**config.mk**
```make
export PLATFORM = sky130hd
export DESIGN_NAME = nbit_serial_subtractor
export DESIGN_NICKNAME = d
export VERILOG_FILES = /design/src/rtl/nbit_serial_subtractor.sv
export SDC_FILE = /design/constraint.sdc
export NUM_CORES = 1
export LEC_CHECK = 0
export ABC_AREA = 1
export BUFFER_PORTS_ARGS = -buffer_cell sky130_fd_sc_hd__buf_4
export CELL_PAD_IN_SITES_DETAIL_PLACEMENT = 1
export CELL_PAD_IN_SITES_GLOBAL_PLACEMENT = 2
export CORE_ASPECT_RATIO = 0.7
export CORE_UTILIZATION = 33
export DETAILED_ROUTE_END_ITERATION = 8
export PLACE_DENSITY_LB_ADDON = 0.1
export SETUP_SLACK_MARGIN = 0.3
export SYNTH_ARGS = -nofsm -noshare
export SYNTH_HDL_FRONTEND = slang
export SYNTH_SLANG_ARGS = --single-unit
```
**constraint.sdc**
```tcl
create_clock -name clk -period 4.4 [get_ports clk]
set_clock_uncertainty 0.1 [all_clocks]
set_input_delay 0 -clock clk [delete_from_list [all_inputs] [get_ports clk]]
set_output_delay 0 -clock clk [all_outputs]
set_load 0.05 [all_outputs]
```
**src/rtl/nbit_serial_subtractor.sv**
```systemverilog
// Bit-serial subtract / NOT unit: one operand bit per clock, LSB first, result collected in a shift register.
// Latency N cycles from the accepted start to done; start is ignored while busy.
module nbit_serial_subtractor #(
    parameter int N = 32
) (
    input  logic         clk,
    input  logic         rst,
    input  logic         start,
    input  logic [N-1:0] a,
    input  logic [N-1:0] b,
    input  logic         b_in,
    input  logic [2:0]   oppcode,
    output logic [N-1:0] overall_out,
    output logic         b_out,
    output logic         busy,
    output logic         done
);

    localparam int CW = $clog2(N);
    localparam logic [1:0] S_IDLE = 2'd0;
    localparam logic [1:0] S_RUN  = 2'd1;
    localparam logic [1:0] S_DONE = 2'd2;
    localparam logic [2:0] OP_NOT = 3'b000;
    localparam logic [2:0] OP_SUB = 3'b001;
    localparam logic [CW-1:0] LAST = CW'(N - 1);

    logic [1:0]    state_q, state_d;
    logic [CW-1:0] cnt_q, cnt_d;
    logic [N-1:0]  a_q, a_d;
    logic [N-1:0]  b_q, b_d;
    logic [2:0]    op_q, op_d;
    logic          br_q, br_d;
    logic [N-1:0]  sr_q, sr_d;
    logic [N-1:0]  out_q, out_d;
    logic          bout_q, bout_d;

    logic bit_a, bit_b, res_bit, br_nx;

    // Per-bit datapath for the operation latched at start.
    always_comb begin
        bit_a   = a_q[cnt_q];
        bit_b   = b_q[cnt_q];
        res_bit = 1'b0;
        br_nx   = 1'b0;
        case (op_q)
            OP_SUB: begin
                res_bit = bit_a ^ bit_b ^ br_q;
                br_nx   = (~bit_a & bit_b) | (~(bit_a ^ bit_b) & br_q);
            end
            OP_NOT: begin
                res_bit = ~bit_a;
                br_nx   = 1'b0;
            end
            default: begin
                res_bit = 1'b0;
                br_nx   = 1'b0;
            end
        endcase
    end

    always_comb begin
        state_d = state_q;
        cnt_d   = cnt_q;
        a_d     = a_q;
        b_d     = b_q;
        op_d    = op_q;
        br_d    = br_q;
        sr_d    = sr_q;
        out_d   = out_q;
        bout_d  = bout_q;
        case (state_q)
            S_IDLE, S_DONE: begin
                if (start) begin
                    a_d     = a;
                    b_d     = b;
                    op_d    = oppcode;
                    br_d    = (oppcode == OP_SUB) ? b_in : 1'b0;
                    cnt_d   = '0;
                    state_d = S_RUN;
                end else begin
                    state_d = S_IDLE;
                end
            end
            S_RUN: begin
                sr_d = {res_bit, sr_q[N-1:1]};
                br_d = br_nx;
                if (cnt_q == LAST) begin
                    // Counter parks at LAST so it never wraps inside RUN.
                    out_d   = {res_bit, sr_q[N-1:1]};
                    bout_d  = br_nx;
                    state_d = S_DONE;
                end else begin
                    cnt_d = cnt_q + 1'b1;
                end
            end
            default: state_d = S_IDLE;
        endcase
    end

    always_ff @(posedge clk or posedge rst) begin
        if (rst) begin
            state_q <= S_IDLE;
            cnt_q   <= '0;
            a_q     <= '0;
            b_q     <= '0;
            op_q    <= '0;
            br_q    <= 1'b0;
            sr_q    <= '0;
            out_q   <= '0;
            bout_q  <= 1'b0;
        end else begin
            state_q <= state_d;
            cnt_q   <= cnt_d;
            a_q     <= a_d;
            b_q     <= b_d;
            op_q    <= op_d;
            br_q    <= br_d;
            sr_q    <= sr_d;
            out_q   <= out_d;
            bout_q  <= bout_d;
        end
    end

    assign overall_out = out_q;
    assign b_out       = bout_q;
    assign busy        = (state_q == S_RUN);
    assign done        = (state_q == S_DONE);

endmodule

```
==> flow_summary_export.csv <==
group,metric,value,unit
global_routing,grt_use_met2,0.3075,
global_routing,grt_max_degree,74,
timing,fin_crit,2.961,ns
worst_hold_path,worstHoldPathType,"primary input to flop",
critical_path,startpoint_type,"flop",
floorplanning,coreArea,0.01747,sq mm
detailed_routing,firstDrtPassIters,4,
global_routing,grt.overflow.total,0,
placement,dpl.hpwl,10.53,mm
yosys,ys_seq_area_frac,0.5805,
global_routing,grt_use_met1,0.2627,
timing,fmax,337.7,MHz
critical_path,slowest_delay,0.83,ns
finish,diodes,0,
power,p_leak,4.152,nW
yosys,ys_types,28,
finish,final_nets,955,
detailed_routing,routed_wirelength,16.52,mm
floorplanning,die_w,163.1,um
critical_path,worstPathRequired,4.60,ns
timing,fin_tns_setup,0,ns
detailed_routing,drt_iter0_markers,261,
clock_tree,clockBufferDepth,2,
critical_path,crit_chain,"inv_2, nand2_1, nand2_1, a221oi_2, nand2_1, nand3_1, o21ai_1, fa_1, nand2_1, nand2_1, inv_1, nand3_1, nand2_1",
timing,finalHoldViolCount,0,
power,ir_worst_vdd,0.0003391,V
yosys,synth_top_area_cell,"dfrtp_1",
global_routing,grt_pass1_vias,5589,
clock_tree,post_cts_buffers,0,
job,drv_cap,0,
detailed_routing,ant_nets,0,
critical_path,crit_arrival,3.16,ns
timing,rsz0062_at_grt,"no",
critical_path,crit_fanout,28,
timing,finalSetupViolations,0,
critical_path,crit_path_end_kind,"flop",
timing,fin_hold_ws,0.009501,ns
finish,n_fill_cell,2056,
global_routing,grt.total_usage,0.1913,
floorplanning,die_h,114.7,um
yosys,synth_area_leaders,"dfrtp_1, nand2_1, o21ai_0",
status,status,"finished, final reports clean",
timing,fin_crit_sh,0.6730,
clock_tree,clk_pin_slew,0.06,ns
finish,area_growth_syn_to_layout,39.90,%
floorplanning,initial_core_util,0.3431,
yosys,synth_warnings,0,
finish,drive_gt1_frac,0.1868,
yosys,synth_ff_type,"dfrtp_1",
yosys,ys_top_cells_by_count,"nand2_1, dfrtp_1, o21ai_0",
timing,slew_viol_final,0,
clock_tree,cts_root_buf,"clkbuf_16",
yosys,postSynthCellCount,705,
yosys,synth.most_common_cell,"nand2_1",
detailed_routing,drc_errors,0,
critical_path,path_class,"flop to flop",
global_routing,antenna_found_initial,0,
clock_tree,numClockSinks,139,
clock_tree,tritoncts,"done",
placement,place.gp.congestion,0.7833,
placement,place.port_buffers,105,
critical_path,cp_slowest_cell,"dfrtp_1",
yosys,syn-num-nets,779,
yosys,syn_area,0.005992,sq mm
floorplanning,die_area,0.01871,sq mm
yosys,synth-async-reset-ratio,1.000,
clock_tree,cts_buffers,17,
clock_tree,cts_resized,0,
critical_path,crit_top_cell,"nand2_1",
yosys,syn_area_per_cell,8.499,sq um
global_routing,busiest_layer,"met2",
power,p_per_area,733.5,mW/mm^2
floorplanning,rows,40,
global_routing,use_met3,0.03571,
timing,tightestPinTransition,0.7606,ns
detailed_routing,wl_per_cell,14.68,um
detailed_routing,vias,5170,
global_routing,grt_pass1_wl,27.72,mm
detailed_routing,viasPerCell,4.596,
yosys,synth_seq_cells,139,
clock_tree,clkLatencyLatePin,0.42,ns
placement,dp_slack,1.432,ns
timing,fin_ws,1.439,ns
floorplanning,io_pins,106,
timing,max_slew_margin,0.4930,
yosys,synth_top_area_share,0.5805,
yosys,synth_edf_count,0,
clock_tree,htreeDepth,4,
placed cells by master, fill, tap and decap left out, drive strengths merged:
cell type,count
o22ai,3
ha,2
buf,111
clkbuf,19
inv,55
nor2,15
mux2i,3
o211ai,2
dfrtp,139
nand3,24
dlygate4sd3,81
a31oi,1
fa,1
clkinv,2
a221oi,1
nor4,2
o21ai,83
nor3,1
a21oi,11
a211oi,1
clkinvlp,4
bufinv,5
nand2,328
registers in the layout, indices dropped and copies added (netlist names):
signal,flops
sr_q,31
cnt_q,5
b_q,32
br_q,1
overall_out,32
state_q,2
op_q,3
b_out,1
a_q,32
per-layer routing:
metal | vias to the layer above | routed length (um)
li1 | 2553 | -
met1 | 2521 | 8358
met2 | 79 | 7485
met3 | 17 | 470
met4 | 0 | 204
met5 | - | 0
power breakdown:
group | switching (mW) | leakage (nW) | internal, mW
logic | 1.57 | 2.04 | 0.749
clock network | 0.578 | 0.312 | 1.04
registers | 0.389 | 1.80 | 1.82
repair_timing:
action                                 CTS  global route
hold buffers                            81             0
setup endpoints to repair                0             0
endpoints found under the hold margin  139             0
through the flow:
stage                     instances  cell area [sq um]  utilization  power [mW]
after floorplan                 705               5992            -       3.865
after global placement         1012               6908       0.3955       4.438
after detailed placement       1012               6908       0.3955       4.498
after CTS                      1125               8383       0.4799       6.238
after global routing           1125               8383       0.4799       6.616
final                          1125               8383       0.4799       6.149
final timing paths:
path                       startpoint        to  slack (ns)  depth (start not counted)
setup / recovery             cnt_q[0]  sr_q[31]        1.44                         13
hold / removal                  start   op_q[2]        0.01                          5
setup reg to reg             cnt_q[0]  sr_q[31]        1.44                         13
hold reg to reg               a_q[15]   a_q[15]        0.38                          2
max in group asynchronous         rst      br_q        3.03                          4
min in group asynchronous         rst    b_q[4]        0.15                          3
cell type report:
type | instances | area (sq um) | area share
Timing Repair Buffer | 192 | 1644 | 0.1961
Multi-Input combinational cell | 478 | 2101 | 0.2506
Clock inverter | 13 | 211.5 | 0.02522
Inverter | 53 | 206.4 | 0.02463
Tap cell | 231 | 289.0 | 0.03448
Sequential cell | 139 | 3478 | 0.4149
Clock buffer | 19 | 452.9 | 0.05403
critical path, delay by kind of cell, from the launching register on:
family | cells | cell delay [ns]
DFF | 1 | 0.83
buffers and inverters | 2 | 0.44
adders and majority gates | 1 | 0.49
AOI/OAI and AO/OA | 2 | 0.33
and+or+nand+nor | 8 | 0.63
kinds of logic (layout without fill, tap and decap cells):
family,after synthesis,in the layout,share of synthesized area
buf+inv,88,277,0.07016
fa+ha+maj,3,3,0.007517
mux,3,3,0.005012
flops,139,139,0.5805
compound gates,102,102,0.08895
simple gates,370,370,0.2479
No activity file was read; power rests on OpenSTA's default activity.
